## config.mk

```make
export PLATFORM = sky130hd
export DESIGN_NAME = hilo_div_ctrl
export DESIGN_NICKNAME = d
export VERILOG_FILES = /design/src/rtl/hilo_div_ctrl.sv
export SDC_FILE = /design/constraint.sdc
export NUM_CORES = 1
export LEC_CHECK = 0
export ABC_AREA = 0
export CAP_MARGIN = 20
export CORE_ASPECT_RATIO = 0.5
export CORE_UTILIZATION = 58
export CTS_CLUSTER_SIZE = 40
export DETAILED_ROUTE_END_ITERATION = 12
export GPL_TIMING_DRIVEN = 0
export PLACE_DENSITY = 0.78
export SKIP_LAST_GASP = 1
export SLEW_MARGIN = 5
export SYNTH_ARGS = -nofsm -noshare
export SYNTH_HDL_FRONTEND = slang
export SYNTH_SLANG_ARGS = --single-unit
```

## constraint.sdc

```tcl
create_clock -name clk -period 7.05 [get_ports clk]
set_clock_uncertainty 0.1 [all_clocks]
set_input_delay 2.115 -clock clk [delete_from_list [all_inputs] [get_ports clk]]
set_output_delay 2.115 -clock clk [all_outputs]
set_load 0.03 [all_outputs]
```

## src/rtl/hilo_div_ctrl.sv

```systemverilog
`default_nettype none
// ============================================================================
// hilo_div_ctrl : 32-cycle restoring DIV/DIVU controller, one-shot HI/LO write.
// Option HILO_DIV_EARLY_OUT_EN: skip CALC when |divisor| > |dividend|.
// Revision: 1.0
// ============================================================================
module hilo_div_ctrl (
  input  logic        clk,
  input  logic        rst,
  input  logic        start,
  input  logic        is_signed,
  input  logic [31:0] dividend,
  input  logic [31:0] divisor,
  input  logic        flush,
  output logic        stall,
  output logic        busy,
  output logic        hl_write_enable,
  output logic [63:0] hl_data,
  output logic        div_by_zero
);

  typedef enum logic [1:0] {
    S_IDLE = 2'd0,
    S_CALC = 2'd1,
    S_DONE = 2'd2
  } state_e;

  state_e      state_q, state_d;
  logic [31:0] dvd_q, dvd_d;
  logic [31:0] dvs_q, dvs_d;
  logic [31:0] rem_q, rem_d;
  logic [4:0]  cnt_q, cnt_d;
  logic        q_neg_q, q_neg_d;
  logic        r_neg_q, r_neg_d;
  logic [63:0] hl_q, hl_d;
  logic        dbz_q, dbz_d;

  logic [31:0] w_dvd_mag, w_dvs_mag;
  logic [32:0] w_rem_shift;
  logic        w_rem_ge;
  logic [31:0] w_rem_sub, w_rem_next, w_dvd_next;
  logic [31:0] w_quo_fix, w_rem_fix;
  logic        w_early_out;

  assign w_dvd_mag = (is_signed && dividend[31]) ? (32'd0 - dividend) : dividend;
  assign w_dvs_mag = (is_signed && divisor[31])  ? (32'd0 - divisor)  : divisor;

  // The partial remainder always stays below the divisor (or equals the
  // shifted-in dividend when dividing by zero), so the 32-bit difference is exact.
  assign w_rem_shift = {rem_q, dvd_q[31]};
  assign w_rem_ge    = w_rem_shift >= {1'b0, dvs_q};
  assign w_rem_sub   = w_rem_shift[31:0] - dvs_q;
  assign w_rem_next  = w_rem_ge ? w_rem_sub : w_rem_shift[31:0];
  assign w_dvd_next  = {dvd_q[30:0], w_rem_ge};
  assign w_quo_fix   = q_neg_q ? (32'd0 - w_dvd_next) : w_dvd_next;
  assign w_rem_fix   = r_neg_q ? (32'd0 - w_rem_next) : w_rem_next;

`ifdef HILO_DIV_EARLY_OUT_EN
  assign w_early_out = (w_dvs_mag != 32'd0) && (w_dvs_mag > w_dvd_mag);
`else
  assign w_early_out = 1'b0;
`endif

  always_comb begin
    state_d         = state_q;
    dvd_d           = dvd_q;
    dvs_d           = dvs_q;
    rem_d           = rem_q;
    cnt_d           = cnt_q;
    q_neg_d         = q_neg_q;
    r_neg_d         = r_neg_q;
    hl_d            = hl_q;
    dbz_d           = dbz_q;
    stall           = 1'b0;
    busy            = (state_q != S_IDLE);
    hl_write_enable = 1'b0;

    case (state_q)
      S_IDLE: begin
        if (start && !flush) begin
          stall   = 1'b1;
          dvd_d   = w_dvd_mag;
          dvs_d   = w_dvs_mag;
          rem_d   = 32'd0;
          cnt_d   = 5'd0;
          q_neg_d = is_signed & (dividend[31] ^ divisor[31]);
          r_neg_d = is_signed & dividend[31];
          if (w_early_out) begin
            // Quotient is zero and the remainder is the dividend unchanged.
            state_d = S_DONE;
            hl_d    = {dividend, 32'd0};
            dbz_d   = 1'b0;
          end else begin
            state_d = S_CALC;
          end
        end
      end
      S_CALC: begin
        stall = 1'b1;
        if (flush) begin
          state_d = S_IDLE;
        end else begin
          rem_d = w_rem_next;
          dvd_d = w_dvd_next;
          cnt_d = cnt_q + 5'd1;
          if (cnt_q == 5'd31) begin
            state_d = S_DONE;
            hl_d    = {w_rem_fix, w_quo_fix};
            dbz_d   = (dvs_q == 32'd0);
          end
        end
      end
      S_DONE: begin
        hl_write_enable = !flush;
        state_d         = S_IDLE;
      end
      default: begin
        state_d = S_IDLE;
      end
    endcase
  end

  always_ff @(posedge clk or negedge rst) begin
    if (!rst) begin
      state_q <= S_IDLE;
      dvd_q   <= 32'd0;
      dvs_q   <= 32'd0;
      rem_q   <= 32'd0;
      cnt_q   <= 5'd0;
      q_neg_q <= 1'b0;
      r_neg_q <= 1'b0;
      hl_q    <= 64'd0;
      dbz_q   <= 1'b0;
    end else begin
      state_q <= state_d;
      dvd_q   <= dvd_d;
      dvs_q   <= dvs_d;
      rem_q   <= rem_d;
      cnt_q   <= cnt_d;
      q_neg_q <= q_neg_d;
      r_neg_q <= r_neg_d;
      hl_q    <= hl_d;
      dbz_q   <= dbz_d;
    end
  end

  assign hl_data     = hl_q;
  assign div_by_zero = dbz_q;

endmodule
`default_nettype wire

```

==> out/results.txt <==
RSZ-0062 raised after global routing: false
# H-tree levels: 4
Core Rows: 36
Top cell family by delay on the critical path: buffers and inverters
Layout Nets: 1705
Iter 0 DRT Violations: 1447
DR WL/cell: 21.7 um
CP max stage delay: 0.68 ns
Root Driver: clkbuf_16
Pin count of the biggest net entering global routing: 103
Hold Path Class: flip-flop to flip-flop
Total track usage: 39.7%
Leakage: 6.02 nW
Die W: 204 um
Final setup viols: 0
Post-synth top area cell: dfrtp_1
Die Y: 103 um
Final worst path period share: 98.0%
Worst Setup Path Type: flip-flop to flip-flop
Hold Worst Slack: 0.381 ns
Post-synth ARST share: 100%
CTS buffer count: 17
Syn Nets: 1547
P_sw: 3.12 mW
CP startpoint kind: flip-flop
Fin util: 72.4%
DR vias/cell: 6.45
Slew Limit Fails: 0
Clock share of power: 15.9%
Layout cell share with drive strength beyond 1: 5.65%
Core area: 19800 um2
Most frequent cell after synthesis: nand2_1
DRC: 0
Worst Max-Slew Pin Slew: 1.03 ns
Total global routing overflow: 0
Initial antenna violation count: 0
CTS tree: yes
Post-synthesis register bit count: 170
Area contributors post-synth: dfrtp_1, o21ai_0, nand2_1
Number of enable flip-flop cells after synthesis: 0
Worst-Skew Late Latency: 0.46 ns
Clock tree sinks: 170
Yosys top cell area share: 35.8%
IO Count: 137
Synth-to-Final Area Change: 20.4%
Post-Synthesis Cells: 1439
CP max stage cell: clkbuf_1
Max IR drop VDD: 0.207 mV
Synth Warn #: 0
Commonest cells in the netlist: nand2_1, o21ai_0, dfrtp_1, a21oi_1, xnor2_1
Crit path max fanout: 10
Hpwl dp: 31.0 mm
Starting Density: 60.1%
Drt pass-1 iters: 5
Fmax: 145 MHz
GP Congestion: 1.02
Hold_buf cts: 0
Crit. End Element: flip-flop
Final instance area: 14300 um2
Crit path buffers/inverters: 7
Pre-CTS setup slack: 0.193 ns
Final Hold Violating Endpoints: 0
Count of cell types in the netlist: 80
CTS Buffer Depth: 2
Placed inst area: 13600 um2
Post-synth top flop: dfrtp_1
Vias in the first global route: 11457
Minimum clock period: 6.91 ns
PnR worst setup slack: 0.143 ns
Flop pwr share: 22.6%
Port Buf Inserts: 136
Pwr Density: 429 nW/um2
Worst EP arrival: 7.12 ns
Die area: 21100 um2
Switching share of power: 50.9%
Max transition margin: 31.4%
Status: finished clean
Global-route wire length before repair: 62.7 mm
Combinational share of power: 61.4%
Mapped Area: 11900 um2
Post-synthesis sequential area ratio: 35.8%
Cell internal pwr: 3.02 mW
Reg clk slew, reported paths: 0.07 ns
Max-cap violations: 0
Via count: 12116
Critical path data required time: 7.27 ns
CP cell instances: inv_1, ha_1, buf_2, a21oi_1, o21ai_1, a31oi_1, o311ai_4, or3_1, buf_6, clkinv_4, clkbuf_1, clkbuf_2, clkbuf_1, ha_1, nand3b_1, or2_2, or4_1, or4_1, o21ai_0, xor2_1, o21ai_0
Final ANT Viol Nets: 0
Mean post-synth cell area: 8.26 um2
DRT Wirelength: 40.7 mm
registers in the layout, indices dropped and copies added (netlist names):
name	flops
q_neg_q	1
hl_data	64
div_by_zero	1
r_neg_q	1
state_q	2
dvd_q	32
dvs_q	32
cnt_q	5
rem_q	32
through the flow:
step / std cells / TNS [ns] / power (mW)
after floorplan: 1439 / 0 / 3.88
after global placement: 1841 / -536.27 / 4.90
after detailed placement: 1843 / 0 / 4.97
after CTS: 1875 / 0 / 5.97
after global routing: 1876 / 0 / 6.47
final: 1877 / 0 / 6.14
placed cells by master, fill, tap and decap left out, types with 10 or more instances in the layout:
cell type	n
a21o_1	14
a21oi_1	74
a22oi_1	28
a31oi_1	13
and2_1	11
and3_1	10
buf_2	11
clkbuf_1	55
clkbuf_16	17
clkdlybuf4s50_1	135
dfrtp_1	170
ha_1	38
inv_1	56
mux2i_1	17
nand2_1	213
nand3_1	16
nand3b_1	10
nand4_1	17
nor2_1	69
nor3_1	30
nor4_1	24
o21ai_0	202
o21ai_1	14
o31ai_1	20
o41ai_1	11
or3_1	13
or4_1	16
xnor2_1	71
xor2_1	69
worst reg2reg max path, cell delays in order, from the launching register on:
cell and delay (ns):
dfrtp_1 0.38, inv_1 0.11, ha_1 0.33, buf_2 0.20, a21oi_1 0.23, o21ai_1 0.16, a31oi_1 0.35, o311ai_4 0.18
or3_1 0.39, buf_6 0.15, clkinv_4 0.11, clkbuf_1 0.44, clkbuf_2 0.46, clkbuf_1 0.68, ha_1 0.34, nand3b_1 0.16
or2_2 0.36, or4_1 0.53, or4_1 0.52, o21ai_0 0.28, xor2_1 0.20, o21ai_0 0.11
logic make-up (layout without fill, tap and decap cells):
logic type | after synthesis | after routing | synth area share, %
compound gates | 452 | 452 | 23.3
flops | 170 | 170 | 35.8
buf+inv | 135 | 306 | 4.57
mux | 26 | 26 | 2.28
simple gates | 477 | 477 | 19.6
fa+ha+maj | 39 | 39 | 4.17
xor+xnor | 140 | 140 | 10.3
other cells | 0 | 1 | 0
power by group through the flow:
stage          registers, mW  clock network (mW)  logic (mW)
2_1_floorplan           1.32                   0        2.56
5_1_grt                 1.41                1.02        4.04
3_5_place_dp            1.39                   0        3.58
3_3_place_gp            1.38                   0        3.53
4_1_cts                 1.37               0.982        3.61
6_report                1.39               0.979        3.77
metal layers:
metal / share of wire (%) / GRT usage, % / up-vias / routed length, um
li1: - / - / 5497 / -
met1: 42 / 52.4 / 5836 / 17100
met2: 44 / 61.9 / 671 / 17900
met3: 11 / 11.7 / 112 / 4320
met4: 3.4 / 16.1 / 0 / 1400
met5: 0 / 0 / - / 0
final timing paths:
check / startpoint / slack [ns] / depth (start not counted) / end
setup / recovery: dvs_q[24] / 0.14 / 21 / hl_data[30]
hold / removal: hl_data[43] / 0.38 / 2 / hl_data[43]
setup reg to reg: dvs_q[24] / 0.14 / 21 / hl_data[30]
hold reg to reg: hl_data[43] / 0.38 / 2 / hl_data[43]
max in group asynchronous: rst / 4.39 / 2 / dvd_q[21]
min in group asynchronous: rst / 1.52 / 1 / hl_data[42]
final cells by class:
type	count	area (um2)
diodes	1	2.50
repair buffers	141	1430
multi-input cells	1134	7140
fillers	1552	5460
inverters	58	223
clock buffers	17	425
plain buffers	75	319
well taps	266	333
clock inverters	15	184
flip-flops and latches	170	4250
repair_timing:
item,4_1_cts,5_1_grt
setup buffers,0,3
setup endpoints to repair,0,12
resized for setup,0,16
Note: power is estimated with default switching activity, not from simulation.
